$ cat config.mk
export PLATFORM = sky130hd
export DESIGN_NAME = epd_source_shifter
export DESIGN_NICKNAME = d
export VERILOG_FILES = /design/src/rtl/epd_source_shifter_pkg.sv /design/src/rtl/epd_pix_fifo.sv /design/src/rtl/epd_source_shifter.sv
export SDC_FILE = /design/constraint.sdc
export NUM_CORES = 1
export LEC_CHECK = 0
export BUFFER_PORTS_ARGS = -buffer_cell sky130_fd_sc_hd__buf_2
export CORE_AREA = 8 8 229 231
export DETAILED_ROUTE_END_ITERATION = 12
export DIE_AREA = 0 0 237 239
export HOLD_SLACK_MARGIN = 0.02
export PLACE_DENSITY = 0.47
export SLEW_MARGIN = 20
export SYNTH_ARGS = -nofsm -noshare
export SYNTH_HDL_FRONTEND = slang
export SYNTH_HIERARCHICAL = 1
export SYNTH_SLANG_ARGS = --single-unit
export TNS_END_PERCENT = 20
$ cat constraint.sdc
create_clock -name clk_i -period 4.3 [get_ports clk_i]
set_input_delay 0.43 -clock clk_i [delete_from_list [all_inputs] [get_ports clk_i]]
set_output_delay 0.43 -clock clk_i [all_outputs]
set_load 0.005 [all_outputs]
$ cat src/rtl/epd_source_shifter_pkg.sv
// Shared EPD definitions: panel geometry defaults (also used by the frame
// controller), source-driver drive codes, line word count and the source
// shifter state encoding.
package epd_source_shifter_pkg;

    localparam int unsigned EPD_WIDTH    = 1200;  // pixels per line
    localparam int unsigned EPD_HIGH     = 825;   // lines per frame

    localparam int unsigned PIX_W        = 4;     // bits per grayscale pixel
    localparam int unsigned PIX_PER_WORD = 4;     // pixels per FIFO word
    localparam int unsigned WCNT_W       = 9;     // word-in-line counter width
    localparam int unsigned LCNT_W       = 12;    // line-in-frame counter width

    // Source-driver drive codes (2'b11 also means no drive)
    localparam logic [1:0] DRV_NONE  = 2'b00;
    localparam logic [1:0] DRV_BLACK = 2'b01;
    localparam logic [1:0] DRV_WHITE = 2'b10;

    function automatic int unsigned words_per_line(input int unsigned width);
        return width / PIX_PER_WORD;
    endfunction

    typedef enum logic [1:0] {
        ST_IDLE,
        ST_WAIT_LINE,
        ST_SHIFT,
        ST_LINE_END
    } shift_state_e;

endpackage

$ cat src/rtl/epd_pix_fifo.sv
// Synchronous word FIFO between the frame-buffer reader and the shifter.
// No fall-through: a word written while empty is readable the next cycle.
// Ports:
//   clk_i, rst_i   clock, async active-high reset (pointers only)
//   wr_en_i/wr_data_i  push (ignored when full)
//   rd_en_i        pop (ignored when empty); rd_data_o shows the head word
//   full_o/empty_o occupancy flags
module epd_pix_fifo #(
    parameter int unsigned DW    = 16,
    parameter int unsigned DEPTH = 16
) (
    input  logic          clk_i,
    input  logic          rst_i,
    input  logic          wr_en_i,
    input  logic [DW-1:0] wr_data_i,
    input  logic          rd_en_i,
    output logic [DW-1:0] rd_data_o,
    output logic          full_o,
    output logic          empty_o
);
    localparam int unsigned AW = $clog2(DEPTH);

    logic [DW-1:0] mem_q [DEPTH];
    // Extra MSB distinguishes full from empty when the indices match
    logic [AW:0]   wr_ptr_q, rd_ptr_q;
    logic          do_wr, do_rd;

    assign empty_o   = (wr_ptr_q == rd_ptr_q);
    assign full_o    = ((wr_ptr_q ^ rd_ptr_q) == {1'b1, {AW{1'b0}}});
    assign rd_data_o = mem_q[rd_ptr_q[AW-1:0]];
    assign do_wr     = wr_en_i && !full_o;
    assign do_rd     = rd_en_i && !empty_o;

    always_ff @(posedge clk_i) begin
        if (do_wr) mem_q[wr_ptr_q[AW-1:0]] <= wr_data_i;
    end

    always_ff @(posedge clk_i or posedge rst_i) begin
        if (rst_i) begin
            wr_ptr_q <= '0;
            rd_ptr_q <= '0;
        end else begin
            if (do_wr) wr_ptr_q <= wr_ptr_q + 1'b1;
            if (do_rd) rd_ptr_q <= rd_ptr_q + 1'b1;
        end
    end

endmodule

$ cat src/rtl/epd_source_shifter.sv
// EPD source data shifter. Buffers 4-pixel gray words, maps every pixel
// through the per-frame waveform LUT and streams one 8-bit source word per
// XCL cycle for WIDTH/4 cycles after each line-start strobe.
// Ports:
//   clk_i, rst_i        XCL clock, async active-high reset
//   s_frame_i/s_line_i  frame / line start strobes from the timing controller
//   wave_lut_i          frame waveform, 2 bits per gray level
//   pix_data_i/pix_valid_i/pix_ready_o  upstream word stream
//   d_out_o/d_en_o      source data bus and its qualifier
//   line_done_o/frame_done_o  end-of-line / end-of-frame pulses
//   underrun_o/overlap_o      sticky error flags
module epd_source_shifter
    import epd_source_shifter_pkg::*;
#(
    parameter int unsigned WIDTH      = EPD_WIDTH,
    parameter int unsigned HIGH       = EPD_HIGH,
    parameter int unsigned FIFO_DEPTH = 16
) (
    input  logic        clk_i,
    input  logic        rst_i,
    input  logic        s_frame_i,
    input  logic        s_line_i,
    input  logic [31:0] wave_lut_i,
    input  logic [15:0] pix_data_i,
    input  logic        pix_valid_i,
    output logic        pix_ready_o,
    output logic [7:0]  d_out_o,
    output logic        d_en_o,
    output logic        line_done_o,
    output logic        frame_done_o,
    output logic        underrun_o,
    output logic        overlap_o
);
    localparam int unsigned    NUM_LANES = PIX_PER_WORD;
    localparam int unsigned    WORDS     = words_per_line(WIDTH);
    localparam logic [WCNT_W-1:0] LAST_WORD = WCNT_W'(WORDS - 1);
    localparam logic [LCNT_W-1:0] LAST_LINE = LCNT_W'(HIGH - 1);

    shift_state_e      state_q, state_d;
    logic [WCNT_W-1:0] wcnt_q, wcnt_d;
    logic [LCNT_W-1:0] lcnt_q, lcnt_d;
    logic [31:0]       lut_q, lut_d;
    logic [7:0]        d_out_q, d_out_d;
    logic              d_en_q, d_en_d;
    logic              line_done_q, line_done_d;
    logic              frame_done_q, frame_done_d;
    logic              underrun_q, underrun_d;
    logic              overlap_q, overlap_d;
    logic              run_q;  // low in reset, high from the first edge after

    logic [15:0]       fifo_rd_data;
    logic              fifo_rd, fifo_full, fifo_empty;

    logic [NUM_LANES-1:0][PIX_W-1:0] pix_lane;
    logic [NUM_LANES-1:0][1:0]       code_lane;

    assign pix_ready_o = run_q && !fifo_full;

    epd_pix_fifo #(
        .DW    (16),
        .DEPTH (FIFO_DEPTH)
    ) u_fifo (
        .clk_i     (clk_i),
        .rst_i     (rst_i),
        .wr_en_i   (pix_valid_i && pix_ready_o),
        .wr_data_i (pix_data_i),
        .rd_en_i   (fifo_rd),
        .rd_data_o (fifo_rd_data),
        .full_o    (fifo_full),
        .empty_o   (fifo_empty)
    );

    // Gray level g selects LUT bits [2g+1:2g]
    assign pix_lane = fifo_rd_data;
    for (genvar k = 0; k < NUM_LANES; k++) begin : g_lane
        assign code_lane[k] = lut_q[{pix_lane[k], 1'b0} +: 2];
    end

    always_comb begin
        state_d      = state_q;
        wcnt_d       = wcnt_q;
        lcnt_d       = lcnt_q;
        lut_d        = lut_q;
        d_out_d      = {NUM_LANES{DRV_NONE}};
        d_en_d       = 1'b0;
        line_done_d  = 1'b0;
        frame_done_d = 1'b0;
        underrun_d   = underrun_q;
        overlap_d    = overlap_q;
        fifo_rd      = 1'b0;

        case (state_q)
            ST_IDLE: begin
                if (s_frame_i) begin
                    lut_d   = wave_lut_i;
                    lcnt_d  = '0;
                    state_d = ST_WAIT_LINE;
                end
            end
            ST_WAIT_LINE: begin
                if (s_line_i) begin
                    wcnt_d  = '0;
                    state_d = ST_SHIFT;
                end
            end
            ST_SHIFT: begin
                // Every cycle is a word slot, filled or not, so the line
                // length never depends on upstream throughput.
                d_en_d = 1'b1;
                if (fifo_empty) begin
                    underrun_d = 1'b1;
                end else begin
                    fifo_rd = 1'b1;
                    d_out_d = code_lane;
                end
                if (s_line_i) overlap_d = 1'b1;
                if (wcnt_q == LAST_WORD) state_d = ST_LINE_END;
                else                     wcnt_d  = wcnt_q + 1'b1;
            end
            ST_LINE_END: begin
                line_done_d = 1'b1;
                lcnt_d      = lcnt_q + 1'b1;
                if (lcnt_q == LAST_LINE) begin
                    frame_done_d = 1'b1;
                    state_d      = ST_IDLE;
                end else begin
                    state_d = ST_WAIT_LINE;
                end
            end
            default: state_d = ST_IDLE;
        endcase
    end

    always_ff @(posedge clk_i or posedge rst_i) begin
        if (rst_i) begin
            state_q      <= ST_IDLE;
            wcnt_q       <= '0;
            lcnt_q       <= '0;
            lut_q        <= '0;
            d_out_q      <= '0;
            d_en_q       <= 1'b0;
            line_done_q  <= 1'b0;
            frame_done_q <= 1'b0;
            underrun_q   <= 1'b0;
            overlap_q    <= 1'b0;
            run_q        <= 1'b0;
        end else begin
            state_q      <= state_d;
            wcnt_q       <= wcnt_d;
            lcnt_q       <= lcnt_d;
            lut_q        <= lut_d;
            d_out_q      <= d_out_d;
            d_en_q       <= d_en_d;
            line_done_q  <= line_done_d;
            frame_done_q <= frame_done_d;
            underrun_q   <= underrun_d;
            overlap_q    <= overlap_d;
            run_q        <= 1'b1;
        end
    end

    assign d_out_o      = d_out_q;
    assign d_en_o       = d_en_q;
    assign line_done_o  = line_done_q;
    assign frame_done_o = frame_done_q;
    assign underrun_o   = underrun_q;
    assign overlap_o    = overlap_q;

endmodule

After elaboration in Yosys (flattened, before gate mapping)
Memory sizes are Yosys's and may differ from the RTL's.
Index checks and enable logic that the tools add are counted.
Widths: inputs -> output; s select.

storage, ports and cells
  flip-flop bits (word level) = 79
  bits in writable memories = 256
  input port bits = 53
  output and inout port bits = 14
  word-level logic and storage cells = 69
  memories = 1

memories
  memory        depth  width  read ports  clocked after memory_dff  write ports  RTL line            RTL
  u_fifo.mem_q  16     16     1           0                         1            epd_pix_fifo.sv:23  logic [DW-1:0] mem_q [DEPTH];

cells by class
  add/subtract/negate cells = 4
  equal/unequal tests = 11
  shift operators = 4
  multiplexer cells = 20
  bitwise operators = 1
  reductions and logical operators = 15

operators by type and width
  operator               number
  $shiftx 32x6->2        4
  $pmux 12 s2            1
  $mux 9                 2
  $pmux 9 s2             1
  $mux 8                 2
  $add 12x1->12 const B  1
  $eq 12x10->1 const B   1
  $mux 12                1
  $add 5x1->5 const B    2
  $add 9x1->9 const B    1
  $eq 9x9->1 const B     1
  $mux 1                 9
  $ne 2x2->1 const B     4
  $pmux 2 s4             1
  $reduce_and 2->1       4
  $mux 2                 3
  $reduce_and 3->1       2
  $eq 5x5->1             1
  $eq 5x5->1 const B     1
  $xor 5x5->5            1
  $eq 2x2->1 const B     2
  $logic_and 1x1->1      4
  $reduce_bool 2->1      2
  $eq 2x1->1 const B     1
  other kinds (2)        3

Logic depth before layout (Yosys ltp)
  depth in word-level cells = 8
  depth in mapped cells = 12
  gate-level depth less buffers = 8

Modules after synthesis
The synthesis kept the hierarchy.

by module, submodules not included
  module              instances  cells each  area an instance (um2)  sequential area each (um2)
  epd_pix_fifo        1          473         10412.5                 7937.6
  epd_source_shifter  1          389         4095.2                  1726.7

Worst setup path before layout
Ideal clock, no wire load.

  path kind = register -> register
  from = register u_fifo.rd_ptr_q[0]
  to = memory u_fifo.mem_q[2][0], enable pin
  setup time = 0.430 ns
  arrival = 3.273 ns
  required time = 3.870 ns
  slack = 0.596 ns
  cell stages (with the launch flop) = 11
  buffers on the path = 3
  period minus slack after synthesis = 3.704 ns
  cell sequence = dfrtp_1 > buf_6 > xnor2_2 > nand4_2 > buf_6 > nor2_2 > buf_6 > nor2b_1 > and2_1 > nand2_1 > nor4_1

on the way
  longest elaborated chain between the ends = 8

RTL lines
  item                          RTL line                  RTL
  start: declaration            epd_pix_fifo.sv:25        logic [AW:0] wr_ptr_q, rd_ptr_q;
  start signal: assignment      epd_pix_fifo.sv:44        if (do_rd) rd_ptr_q <= rd_ptr_q + 1'b1;
  $xor 5x5->5                   epd_pix_fifo.sv:29        assign full_o = ((wr_ptr_q ^ rd_ptr_q) == {1'b1, {AW{1'b0}}});
  $eq 5x5->1                    epd_pix_fifo.sv:29
  net fifo_full                 epd_source_shifter.sv:52  logic fifo_rd, fifo_full, fifo_empty;
  $logic_not 1->1               epd_source_shifter.sv:57  assign pix_ready_o = run_q && !fifo_full;
  $logic_and 1x1->1             epd_source_shifter.sv:57
  net pix_ready_o               epd_source_shifter.sv:26  output logic pix_ready_o,
  $logic_and 1x1->1             epd_source_shifter.sv:65  .wr_en_i (pix_valid_i && pix_ready_o),
  $logic_and 1x1->1             epd_pix_fifo.sv:31        assign do_wr = wr_en_i && !full_o;
  $mux 1                        epd_pix_fifo.sv:35        if (do_wr) mem_q[wr_ptr_q[AW-1:0]] <= wr_data_i;
  $mux 1 (not written as such)  epd_pix_fifo.sv:35
  end: declaration              epd_pix_fifo.sv:23

The timed path passes the listed nets, and every way through them passes these cells.

Worst setup path in the final report
  from = register u_fifo.rd_ptr_q[0]
  to = memory u_fifo.mem_q[12][15], enable pin

on the way
  longest elaborated chain between the ends = 8

RTL lines
  item                              RTL line
  $xor 5x5->5 (*)                   epd_pix_fifo.sv:29
  $eq 5x5->1 (*)                    epd_pix_fifo.sv:29
  net fifo_full                     epd_source_shifter.sv:52
  $logic_not 1->1 (*)               epd_pix_fifo.sv:31, epd_source_shifter.sv:57
  $logic_and 1x1->1                 epd_source_shifter.sv:57
  $logic_and 1x1->1                 epd_source_shifter.sv:65
  $logic_and 1x1->1 (*)             epd_pix_fifo.sv:31
  $mux 1 (*)                        epd_pix_fifo.sv:35
  $mux 1 (not written as such) (*)  epd_pix_fifo.sv:35

The timed path passes the listed nets; every way through them passes the cells marked *.

==> results.md <==
- Vias in the first global route: about 8,200
- Worst Path Required: 4530 ps
- Detailed-route vias per instance: around 5
- Final setup viols: 0
- Max Freq: 304 MHz
- Buffers & Inverters on Critical Path: 1
- Total number of vias: ~8,100
- Top post-synthesis cells by area: edfxtp_1 (53%), dfrtp_1 (14%), mux4_2 (8.7%)
- Worst-Skew Late Latency: 530 ps
- Synth unique cells: 55
- Root buffer cell: clkbuf_16
- Total of max-cap violations: 0
- Layout Nets: 1,024
- Die area: between 0.05 and 0.06 sq mm
- Worst-Margin Slew: 1140 ps
- Post-route ant nets: 0
- Critical R2R Capture: u_fifo/mem_q[12][15]$_DFFE_PP_
- Clock buffer depth: 3
- Fin crit share: between 70% and 80%
- CTS tree: built
- Core Rows: 81
- Final hold viol count: 0
- Gate Count Post-Synth: about 860
- Min Tclk post-route: 3280 ps
- RSZ-0062 raised after global routing: no
- Data arrival time of the critical path: 3510 ps
- Kind of critical path: reg -> reg
- Max_slew headroom: about a quarter
- Post-synth EDFFs: 256
- CP max stage delay: approximately 790 ps
- VDD IR max: about 280 uV
- Global-route wire length before repair: ~54,000 um
- Leading area contributor after synthesis: edfxtp_1
- Layout Utilization: 35.2%
- Initial antenna violation count: 1
- Reg2Reg Setup Slack: 1020 ps
- Share of cells above drive strength 1: 28.6%
- Clock Skew: around 10 ps
- DR iter-0 viols: around 560
- H-tree depth: 2
- YS warnings: 6
- Gr ovfl total: 0
- Setup TNS: 0 ps
- Pwr/cell area: 724 mW/mm^2
- Routed WL per cell: between 20 and 25 um
- Fin worst setup slack: 1020 ps
- Net count after synthesis: roughly 930
- Largest net degree at the start of global routing: 68
- R2R depth: 8
- TritonCTS Buffers: 38
- Crit path max-delay family: simple AND/OR/NAND/NOR gates
- Main synth FF type: edfxtp_1
- Crit path capture type: flip-flop
- Mapped Area: 0.0145 sq mm
- Synthesis-to-layout area growth: 17.7%
- Final slew viol count: 0
- Die Ht: roughly 240 um
- Seq/Total Area, Yosys: 66.6%
- Mean Syn Cell Area: 16.8 sq um
- Hold Crit Depth: 2
- DP Worst Slack: between 900 and 1000 ps
- I/O pins: 67
- Hold_sp: wave_lut_i[4]
- Core Area: about 0.049 sq mm
- RD Place Congestion: between 0.7 and 0.8
- Async set-reset flop share out of synthesis: 23.6%
- GRT Overall Usage: about an eighth
- CTS Sinks: 335
- Crit path cell chain: xnor2_2 > nand4_2 > nor2_2 > nor2b_1 > and2_1 > nand2_1 > nor3_2 > buf_4
- Slowest CP cell: nor3_2
- Yosys top cell area share: a little over half
- Worst reg2reg startpoint: u_fifo/rd_ptr_q[0]$_DFFE_PP0P_
- Die X: around 240 um
- HP Class: in -> reg
- Clock transition at the registers of the reported paths: 60 ps
- Leakage power figure: 6.17 nW
- Post-cts resize count: 0
- Startpoint type of the worst setup path: flip-flop
- Critical Path Fanout Max: 13
- Post-DP HPWL: 23,800 um
- Worst hold path endpoint: lut_q[4]$_DFFE_PP0P_
- Final WL: 36,100 um
- #FFs+latches synth: 335
- DRC: 0
- Port Buf Inserts: between 60 and 70
- Initial Util: 29.9%
- Initial DRT Pass Iterations: 5
- Outcome: finished clean
[stage by stage]
stage | total power [mW] | hold slack, ps | instance area [sq um] | cells
floorplan | 7.65 | 270 | 14500 | 862
global placement | 8.96 | 439 | 15700 | 1539
detailed placement | 8.93 | 443 | 15700 | 1539
CTS | 12.5 | 95.7 | 17100 | 1609
global route | 13.0 | 111 | 17100 | 1609
finish | 12.4 | 128 | 17100 | 1610
[cell usage in the layout (no fill, tap or decap), drive strengths merged, types with 11 or more instances in the layout]
master and instances:
mux4 68, mux2i 56, nor3 17, ha 13, xnor2 15, nand2 40
clkbuf 42, clkinv 14, a22oi 12, inv 15, mux2 42, edfxtp 256
dfrtp 79, nor2 38, o22ai 34, nand3 28, buf 98, a21oi 11
[synth_stat cells, types with 13 or more instances]
cell type / count
dfrtp_1: 79
nor2_1: 37
mux2i_1: 56
ha_1: 13
mux2_2: 37
nand3_1: 28
clkbuf_1: 16
edfxtp_1: 256
o22ai_1: 34
nor3_1: 17
mux4_2: 56
inv_1: 13
nand2_1: 40
[metal layers]
layer | track usage, % | share of wire (%) | vias to the layer above
met5 | 0 | 0.028 | -
met4 | 3.48 | 2.0 | 2
met3 | 2.39 | 4.7 | 54
met2 | 20.1 | 47 | 189
met1 | 17.7 | 46 | 4195
li1 | - | - | 3636
[logic make-up (layout without fill, tap and decap cells)]
| kind of cell | Yosys count | after routing | synth area share, % |
|---|---|---|---|
| DFF | 335 | 335 | 66.6 |
| and+or+nand+nor | 179 | 179 | 6.18 |
| muxes | 166 | 166 | 18.0 |
| AOI/OAI and AO/OA | 94 | 94 | 4.48 |
| buffers and inverters | 56 | 181 | 2.27 |
| xor gates and xnor gates | 18 | 18 | 1.29 |
| adders and majority gates | 13 | 13 | 1.12 |
| other | 1 | 2 | 0.0258 |
[worst register-to-register path: stages (launching register included)]
cell and delay, ps:
dfrtp_2 690, xnor2_2 130, nand4_2 120, nor2_2 150, nor2b_1 190, and2_1 320, nand2_1 220, nor3_2 790
buf_4 370
[where the power goes]
group | total, mW | switching [mW] | internal, mW
Sequential | 4.44 | 0.549 | 3.89
Clock | 3.52 | 1.31 | 2.21
Combinational | 4.39 | 2.37 | 2.02
[state kept, by name (all words and copies together), names as in the netlist]
name	flops
underrun_o	1
state_q	2
d_out_o	8
run_q	1
u_fifo/rd_ptr_q	5
wcnt_q	9
d_en_o	1
u_fifo/mem_q	256
frame_done_o	1
u_fifo/wr_ptr_q	5
overlap_o	1
lut_q	32
line_done_o	1
lcnt_q	12
[worst max path at each step]
| stage | startpoint | to | slack (ps) | cells after the start |
|---|---|---|---|---|
| floorplan | u_fifo/rd_ptr_q[0]$_DFFE_PP0P_ | u_fifo/mem_q[2][0]$_DFFE_PP_ | 600 | 10 |
| global placement | u_fifo/rd_ptr_q[0]$_DFFE_PP0P_ | u_fifo/mem_q[8][10]$_DFFE_PP_ | 1010 | 8 |
| detailed placement | u_fifo/rd_ptr_q[0]$_DFFE_PP0P_ | u_fifo/mem_q[8][9]$_DFFE_PP_ | 980 | 8 |
| CTS | u_fifo/rd_ptr_q[0]$_DFFE_PP0P_ | u_fifo/mem_q[8][10]$_DFFE_PP_ | 930 | 8 |
| global route | u_fifo/rd_ptr_q[0]$_DFFE_PP0P_ | u_fifo/mem_q[8][10]$_DFFE_PP_ | 740 | 8 |
| finish | u_fifo/rd_ptr_q[0]$_DFFE_PP0P_ | u_fifo/mem_q[12][15]$_DFFE_PP_ | 1020 | 8 |
[area by class of cell]
class / count / area [sq um]
fill: 4615 / 31500
sequential: 335 / 9670
multi-input combinational: 471 / 4600
clock buffer: 42 / 987
tap: 622 / 778
timing repair buffer: 99 / 606
clock inverter: 27 / 379
inverter: 13 / 48.8
antenna: 1 / 2.50
[timing repair]
| item | 4_1_cts | 5_1_grt |
|---|---|---|
| buffers inserted | 0 | 0 |
| hold endpoints to repair | 34 | 0 |
| hold buffers | 1 | 0 |
| setup endpoints to repair | 0 | 0 |
No activity file was read; power rests on OpenSTA's default activity.
